$ cat src/rtl/disp_scan_4dig_pkg.sv
// Shared constants, types and helpers for the 4-digit display scan controller.
package disp_scan_4dig_pkg;

  localparam int N_DIG = 4;
  localparam int IDX_W = 2;
  localparam logic [N_DIG-1:0] AN_OFF = 4'b1111;

  typedef logic [IDX_W-1:0] idx_t;

  // One complete display image: hex nibbles, decimal points and blank flags.
  typedef struct packed {
    logic [4*N_DIG-1:0] hexs;
    logic [N_DIG-1:0]   points;
    logic [N_DIG-1:0]   les;
  } disp_word_t;

  function automatic logic [N_DIG-1:0] an_sel(input idx_t idx);
    return ~(4'b0001 << idx);
  endfunction

endpackage

$ cat src/rtl/disp_scan_4dig_if.sv
// Data/strobe bundle between the display data source and the scan controller.
interface disp_scan_4dig_if;
  import disp_scan_4dig_pkg::*;

  logic                 load;
  logic [4*N_DIG-1:0]   hexs;
  logic [N_DIG-1:0]     points;
  logic [N_DIG-1:0]     LES;
  logic [3:0]           hex;
  logic                 point;
  logic                 LE;
  logic [N_DIG-1:0]     AN;
  logic                 frame;
  logic                 pending;

  modport master (
    output load, hexs, points, LES,
    input  hex, point, LE, AN, frame, pending
  );

  modport slave (
    input  load, hexs, points, LES,
    output hex, point, LE, AN, frame, pending
  );

endinterface

$ cat src/rtl/disp_scan_4dig_prescaler.sv
// Free-running prescaler; tick is high for the one cycle the counter is all-ones.
module disp_scan_4dig_prescaler #(
  parameter int DIV_BITS = 17
) (
  input  logic clk,
  input  logic rst,
  output logic tick
);

  logic [DIV_BITS-1:0] cnt_q;
  logic [DIV_BITS-1:0] cnt_d;

  always_comb begin
    cnt_d = cnt_q + DIV_BITS'(1);
  end

  always_ff @(posedge clk) begin
    if (rst) begin
      cnt_q <= '0;
    end else begin
      cnt_q <= cnt_d;
    end
  end

  assign tick = &cnt_q;

endmodule

$ cat src/rtl/disp_scan_4dig.sv
// 4-digit 7-segment scan controller with frame-synchronous double-buffered data.
module disp_scan_4dig
  import disp_scan_4dig_pkg::*;
#(
  parameter int DIV_BITS = 17
) (
  input  logic             clk,
  input  logic             rst,
  disp_scan_4dig_if.slave  bus
);

  logic       tick;
  logic       wrap;
  logic       apply;
  idx_t       idx_q, idx_d;
  disp_word_t shadow_q, shadow_d;
  disp_word_t active_q, active_d;
  disp_word_t src;
  logic       pending_q, pending_d;
  logic [3:0] hex_q, hex_d;
  logic [3:0] an_q, an_d;
  logic       point_q, point_d;
  logic       le_q, le_d;
  logic       frame_q, frame_d;

  disp_scan_4dig_prescaler #(
    .DIV_BITS(DIV_BITS)
  ) u_prescaler (
    .clk  (clk),
    .rst  (rst),
    .tick (tick)
  );

  always_comb begin
    wrap  = tick && (idx_q == idx_t'(N_DIG - 1));
    apply = wrap && pending_q;
    // Digit 0 of a new frame must already show the freshly applied data.
    src   = apply ? shadow_q : active_q;

    idx_d     = tick ? idx_q + idx_t'(1) : idx_q;
    active_d  = apply ? shadow_q : active_q;
    shadow_d  = shadow_q;
    pending_d = apply ? 1'b0 : pending_q;
    // A load on the wrap edge refills the shadow after its old value was applied.
    if (bus.load) begin
      shadow_d  = '{hexs: bus.hexs, points: bus.points, les: bus.LES};
      pending_d = 1'b1;
    end

    an_d    = an_q;
    hex_d   = hex_q;
    point_d = point_q;
    le_d    = le_q;
    frame_d = wrap;
    if (tick) begin
      an_d    = an_sel(idx_d);
      hex_d   = src.hexs[{idx_d, 2'b00} +: 4];
      point_d = src.points[idx_d];
      le_d    = src.les[idx_d];
    end
  end

  always_ff @(posedge clk) begin
    if (rst) begin
      idx_q     <= '0;
      shadow_q  <= '0;
      active_q  <= '0;
      pending_q <= 1'b0;
      an_q      <= AN_OFF;
      hex_q     <= '0;
      point_q   <= 1'b0;
      le_q      <= 1'b1;
      frame_q   <= 1'b0;
    end else begin
      idx_q     <= idx_d;
      shadow_q  <= shadow_d;
      active_q  <= active_d;
      pending_q <= pending_d;
      an_q      <= an_d;
      hex_q     <= hex_d;
      point_q   <= point_d;
      le_q      <= le_d;
      frame_q   <= frame_d;
    end
  end

  assign bus.AN      = an_q;
  assign bus.hex     = hex_q;
  assign bus.point   = point_q;
  assign bus.LE      = le_q;
  assign bus.frame   = frame_q;
  assign bus.pending = pending_q;

endmodule

$ cat src/flat_wrapper.sv
// flat-port wrapper written by rule: the top's interface ports become plain ports
module disp_scan_4dig_flat import disp_scan_4dig_pkg::*;
#(
  parameter int DIV_BITS = 17
)
  (clk, rst, bus_load, bus_hexs, bus_points, bus_LES, bus_hex, bus_point, bus_LE, bus_AN, bus_frame, bus_pending);
  disp_scan_4dig_if bus_i ();
  input  logic clk;
  input  logic rst;
  input wire logic [$bits(bus_i.load)-1:0] bus_load;
  input wire logic [$bits(bus_i.hexs)-1:0] bus_hexs;
  input wire logic [$bits(bus_i.points)-1:0] bus_points;
  input wire logic [$bits(bus_i.LES)-1:0] bus_LES;
  output wire logic [$bits(bus_i.hex)-1:0] bus_hex;
  output wire logic [$bits(bus_i.point)-1:0] bus_point;
  output wire logic [$bits(bus_i.LE)-1:0] bus_LE;
  output wire logic [$bits(bus_i.AN)-1:0] bus_AN;
  output wire logic [$bits(bus_i.frame)-1:0] bus_frame;
  output wire logic [$bits(bus_i.pending)-1:0] bus_pending;
  assign bus_i.load = bus_load;
  assign bus_i.hexs = bus_hexs;
  assign bus_i.points = bus_points;
  assign bus_i.LES = bus_LES;
  assign bus_hex = bus_i.hex;
  assign bus_point = bus_i.point;
  assign bus_LE = bus_i.LE;
  assign bus_AN = bus_i.AN;
  assign bus_frame = bus_i.frame;
  assign bus_pending = bus_i.pending;
  disp_scan_4dig #(.DIV_BITS(DIV_BITS)) u_core (.clk(clk), .rst(rst), .bus(bus_i));
endmodule
$ cat config.mk
export PLATFORM = sky130hd
export DESIGN_NAME = disp_scan_4dig_flat
export DESIGN_NICKNAME = d
export VERILOG_FILES = /design/src/rtl/disp_scan_4dig_pkg.sv /design/src/rtl/disp_scan_4dig_if.sv /design/src/rtl/disp_scan_4dig_prescaler.sv /design/src/rtl/disp_scan_4dig.sv /design/src/flat_wrapper.sv
export SDC_FILE = /design/constraint.sdc
export NUM_CORES = 1
export LEC_CHECK = 0
export CAP_MARGIN = 10
export CORE_MARGIN = 2
export CORE_UTILIZATION = 55
export CTS_BUF_LIST = sky130_fd_sc_hd__clkbuf_4 sky130_fd_sc_hd__clkbuf_8
export DETAILED_ROUTE_END_ITERATION = 8
export GPL_TIMING_DRIVEN = 0
export PLACE_DENSITY = 0.75
export SLEW_MARGIN = 20
export SYNTH_ARGS = -nofsm -noshare
export SYNTH_HDL_FRONTEND = slang
export SYNTH_SLANG_ARGS = --single-unit
$ cat constraint.sdc
create_clock -name clk -period 4.4 [get_ports clk]
set_clock_uncertainty 0.1 [all_clocks]
set_input_delay 0.66 -clock clk [delete_from_list [all_inputs] [get_ports clk]]
set_output_delay 0.66 -clock clk [all_outputs]
set_load 0.01 [all_outputs]
==> impl_metrics.json <==
{
  "via_per_inst": 5.24,
  "overflow": 0,
  "setup_viol": 0,
  "cts_hold_buf": 0,
  "max_freq_ghz": 0.348,
  "hold_start": "u_core.u_prescaler.cnt_q[0]",
  "grt_max_degree": 13,
  "utilization_pct": 68.6,
  "area_growth_pct": 19.9,
  "core_um2": 5510,
  "wirelength_mm": 6.08,
  "syn_area_um2": 3150,
  "synth_area_leaders": "dfxtp_1 50%, mux2i_1 9.2%, nor2_1 6.8%",
  "synth.distinct_cells": 37,
  "slew_headroom_pct": 64.1,
  "r2r-start": "u_core.u_prescaler.cnt_q[0]",
  "gp_congestion": 0.841,
  "p_leak_uw": 0.00158,
  "stdcell_count": 431,
  "multi_input_area_um2": 1470,
  "synthFlopType": "dfxtp_1",
  "num_vias": 2259,
  "finalCritPeriodShare_pct": 65.3,
  "cts_buffers": 9,
  "numClockSinks": 79,
  "rows": 27,
  "wl_per_cell_um": 14.1,
  "ir_drop_uv": 246,
  "synth_edf_count": 0,
  "dr.pass1.iters": 4,
  "design_area_um2": 3780,
  "antenna_found_initial": 0,
  "yosysTopAreaCell": "dfxtp_1",
  "seq_area_um2": 1580,
  "slew_violations": 0,
  "drc": 0,
  "fill_cells": 460,
  "post-cts-setup-buffers": 0,
  "worstSetupStartpointType": "register",
  "placed_area_um2": 3610,
  "clk_latency_ps": 340,
  "avgSynthCellArea_um2": 10.3,
  "cap_violations": 0,
  "critPathMaxFanout": 10,
  "crit_arrival_ps": 2980,
  "cts-resized-gates": 0,
  "hold_depth": 1,
  "worstMarginPinSlew_ps": 538,
  "grt_usage_pct": 20.8,
  "met3_usage_pct": 3.51,
  "die_w_um": 79.7,
  "synth_nets": 337,
  "clk_pin_slew_worst_paths_ps": 80,
  "worstReg2RegEnd": "u_core.bus.hex[3]",
  "hold_viol": 0,
  "cts_tree": "done",
  "ys_seq_elements": 79,
  "fin_tns_setup_ps": 0,
  "reg2reg_depth": 12,
  "diodes": 0,
  "rrSetupSlack_ps": 1530,
  "yosysWarnings": 0,
  "dp.cells": 416,
  "end_kind": "register",
  "drt_iter0_drc": 118,
  "h-tree-depth": 3,
  "cts_root_buf": "clkbuf_8",
  "rsz0062_at_grt": "no",
  "gr-max-usage-layer": "met2",
  "dpl.hpwl_mm": 4.45,
  "whs_endpoint": "u_core.u_prescaler.cnt_q[0]",
  "power.density_nw_per_um2": 338,
  "layout_min_cycle_time_ps": 2870,
  "grt_pass1_vias": 2123,
  "met1_usage_pct": 29.0,
  "grt_pass1_wl_mm": 10.2,
  "fin_nets": 385,
  "async_flop_share_pct": 0,
  "die_area_um2": 6350,
  "clock_path_buffers": 2,
  "status": "completed",
  "yosysTopAreaCellShare_pct": 50.2,
  "use_met2_pct": 31.9,
  "crit_required_ps": 4510,
  "hold_class": "reg2reg",
  "ys_seq_area_share_pct": 50.2,
  "ioPinCount": 39,
  "timing.hold.ws_ps": 389,
  "drtAntennaViolNets": 0,
  "initial_core_util_pct": 57.2,
  "synthCells": 307,
  "portBuffers": 37,
  "die-height_um": 79.7,
  "drive_above_1_share_pct": 10.9,
  "critical_path_class": "reg2reg"
}
-- flip-flops by register name, summed over array words and instances (netlist names) --
register,count
u_core.bus.hex,4
u_core.bus.pending,1
u_core.bus.LE,1
u_core.idx_q,2
u_core.bus.AN,4
u_core.bus.point,1
u_core.u_prescaler.cnt_q,17
u_core.shadow_q,24
u_core.active_q,24
u_core.bus.frame,1
-- metal layers --
metal / vias to the layer above / part of all wire, %
met4: 0 / 1.2
met2: 45 / 44
met3: 6 / 4.8
li1: 1148 / -
met1: 1060 / 50
met5: - / 0
-- power by group --
part | internal [uW] | total [uW] | switching [uW]
clock network | 221 | 467 | 247
logic | 38.7 | 70.1 | 31.4
registers | 731 | 741 | 10.3
total | 990 | 1280 | 288
-- final cells by class --
class | count | share of cell area (%)
flip-flops and latches | 79 | 41.9
multi-input cells | 207 | 38.9
repair buffers | 37 | 9.80
clock buffers | 11 | 3.84
well taps | 72 | 2.38
plain buffers | 17 | 2.22
clock inverters | 4 | 0.596
inverters | 4 | 0.397
-- kinds of logic (layout without fill, tap and decap cells) --
| kind of cell | count (synthesis) | count (layout) | synth area share [%] |
|---|---|---|---|
| flops | 79 | 79 | 50.2 |
| xor+xnor | 12 | 12 | 3.34 |
| buf+inv | 21 | 73 | 3.14 |
| simple gates | 113 | 113 | 17.5 |
| mux | 51 | 51 | 17.9 |
| compound gates | 28 | 28 | 6.71 |
| fa+ha+maj | 3 | 3 | 1.19 |
-- Yosys cell counts, drive strengths merged (2+ instances only) --
cell,n
mux2i,29
and3,5
a211oi,5
xor2,3
xnor2,9
clkbuf,9
nand4,3
nand3,7
mux2,22
ha,3
o21a,3
o21ai,3
dfxtp,79
a21oi,5
inv,4
buf,8
nor2,57
o22ai,2
nor3,5
nor4,2
nor2b,4
and2,20
nand2,6
a222oi,6
nand2b,2
-- how the worst max path moves through the flow --
| stage | start | end | slack [ps] | cells after the start |
|---|---|---|---|---|
| 2_1_floorplan | u_core.u_prescaler.cnt_q[0] | u_core.bus.LE | 1830 | 12 |
| 3_3_place_gp | u_core.u_prescaler.cnt_q[0] | u_core.bus.LE | 1520 | 12 |
| 3_5_place_dp | u_core.u_prescaler.cnt_q[0] | u_core.bus.hex[3] | 1530 | 12 |
| 4_1_cts | u_core.u_prescaler.cnt_q[0] | u_core.bus.hex[3] | 1500 | 12 |
| 5_1_grt | u_core.u_prescaler.cnt_q[2] | u_core.bus.LE | 1250 | 11 |
| 6_report | u_core.u_prescaler.cnt_q[0] | u_core.bus.hex[3] | 1530 | 12 |
-- worst max-delay path, cell delays in order, from the launching register on --
cell	delay [ps]
dfxtp_1	350
ha_1	270
nand2_1	160
nor2_1	50
and3_1	190
and3_1	180
ha_1	170
buf_4	170
nand3_4	110
buf_4	240
mux2_1	380
a222oi_1	240
a211oi_1	120
-- cells in the final DEF (no fill, tap or decap), drive strengths merged --
master          n
dfxtp          79
nor2           57
clkdlybuf4s50  37
mux2i          29
mux2           22
and2           20
clkbuf         20
xnor2           9
buf             8
nand3           7
nand2           6
a222oi          6
and3            5
a21oi           5
nor3            5
a211oi          5
inv             4
nor2b           4
nand4           3
xor2            3
o21ai           3
o21a            3
ha              3
clkinv          3
nand2b          2
nor4            2
o22ai           2
nand3b          1
o31ai           1
and3b           1
a31o            1
a21o            1
o311a           1
clkinvlp        1
-- stage by stage --
stage | total power (uW) | worst slack [ps]
after floorplan | 791 | 1830
after global placement | 826 | 1520
after detailed placement | 828 | 1530
after CTS | 1280 | 1500
after global routing | 1320 | 1250
final | 1280 | 1530
(Power assumes the default switching activity.)
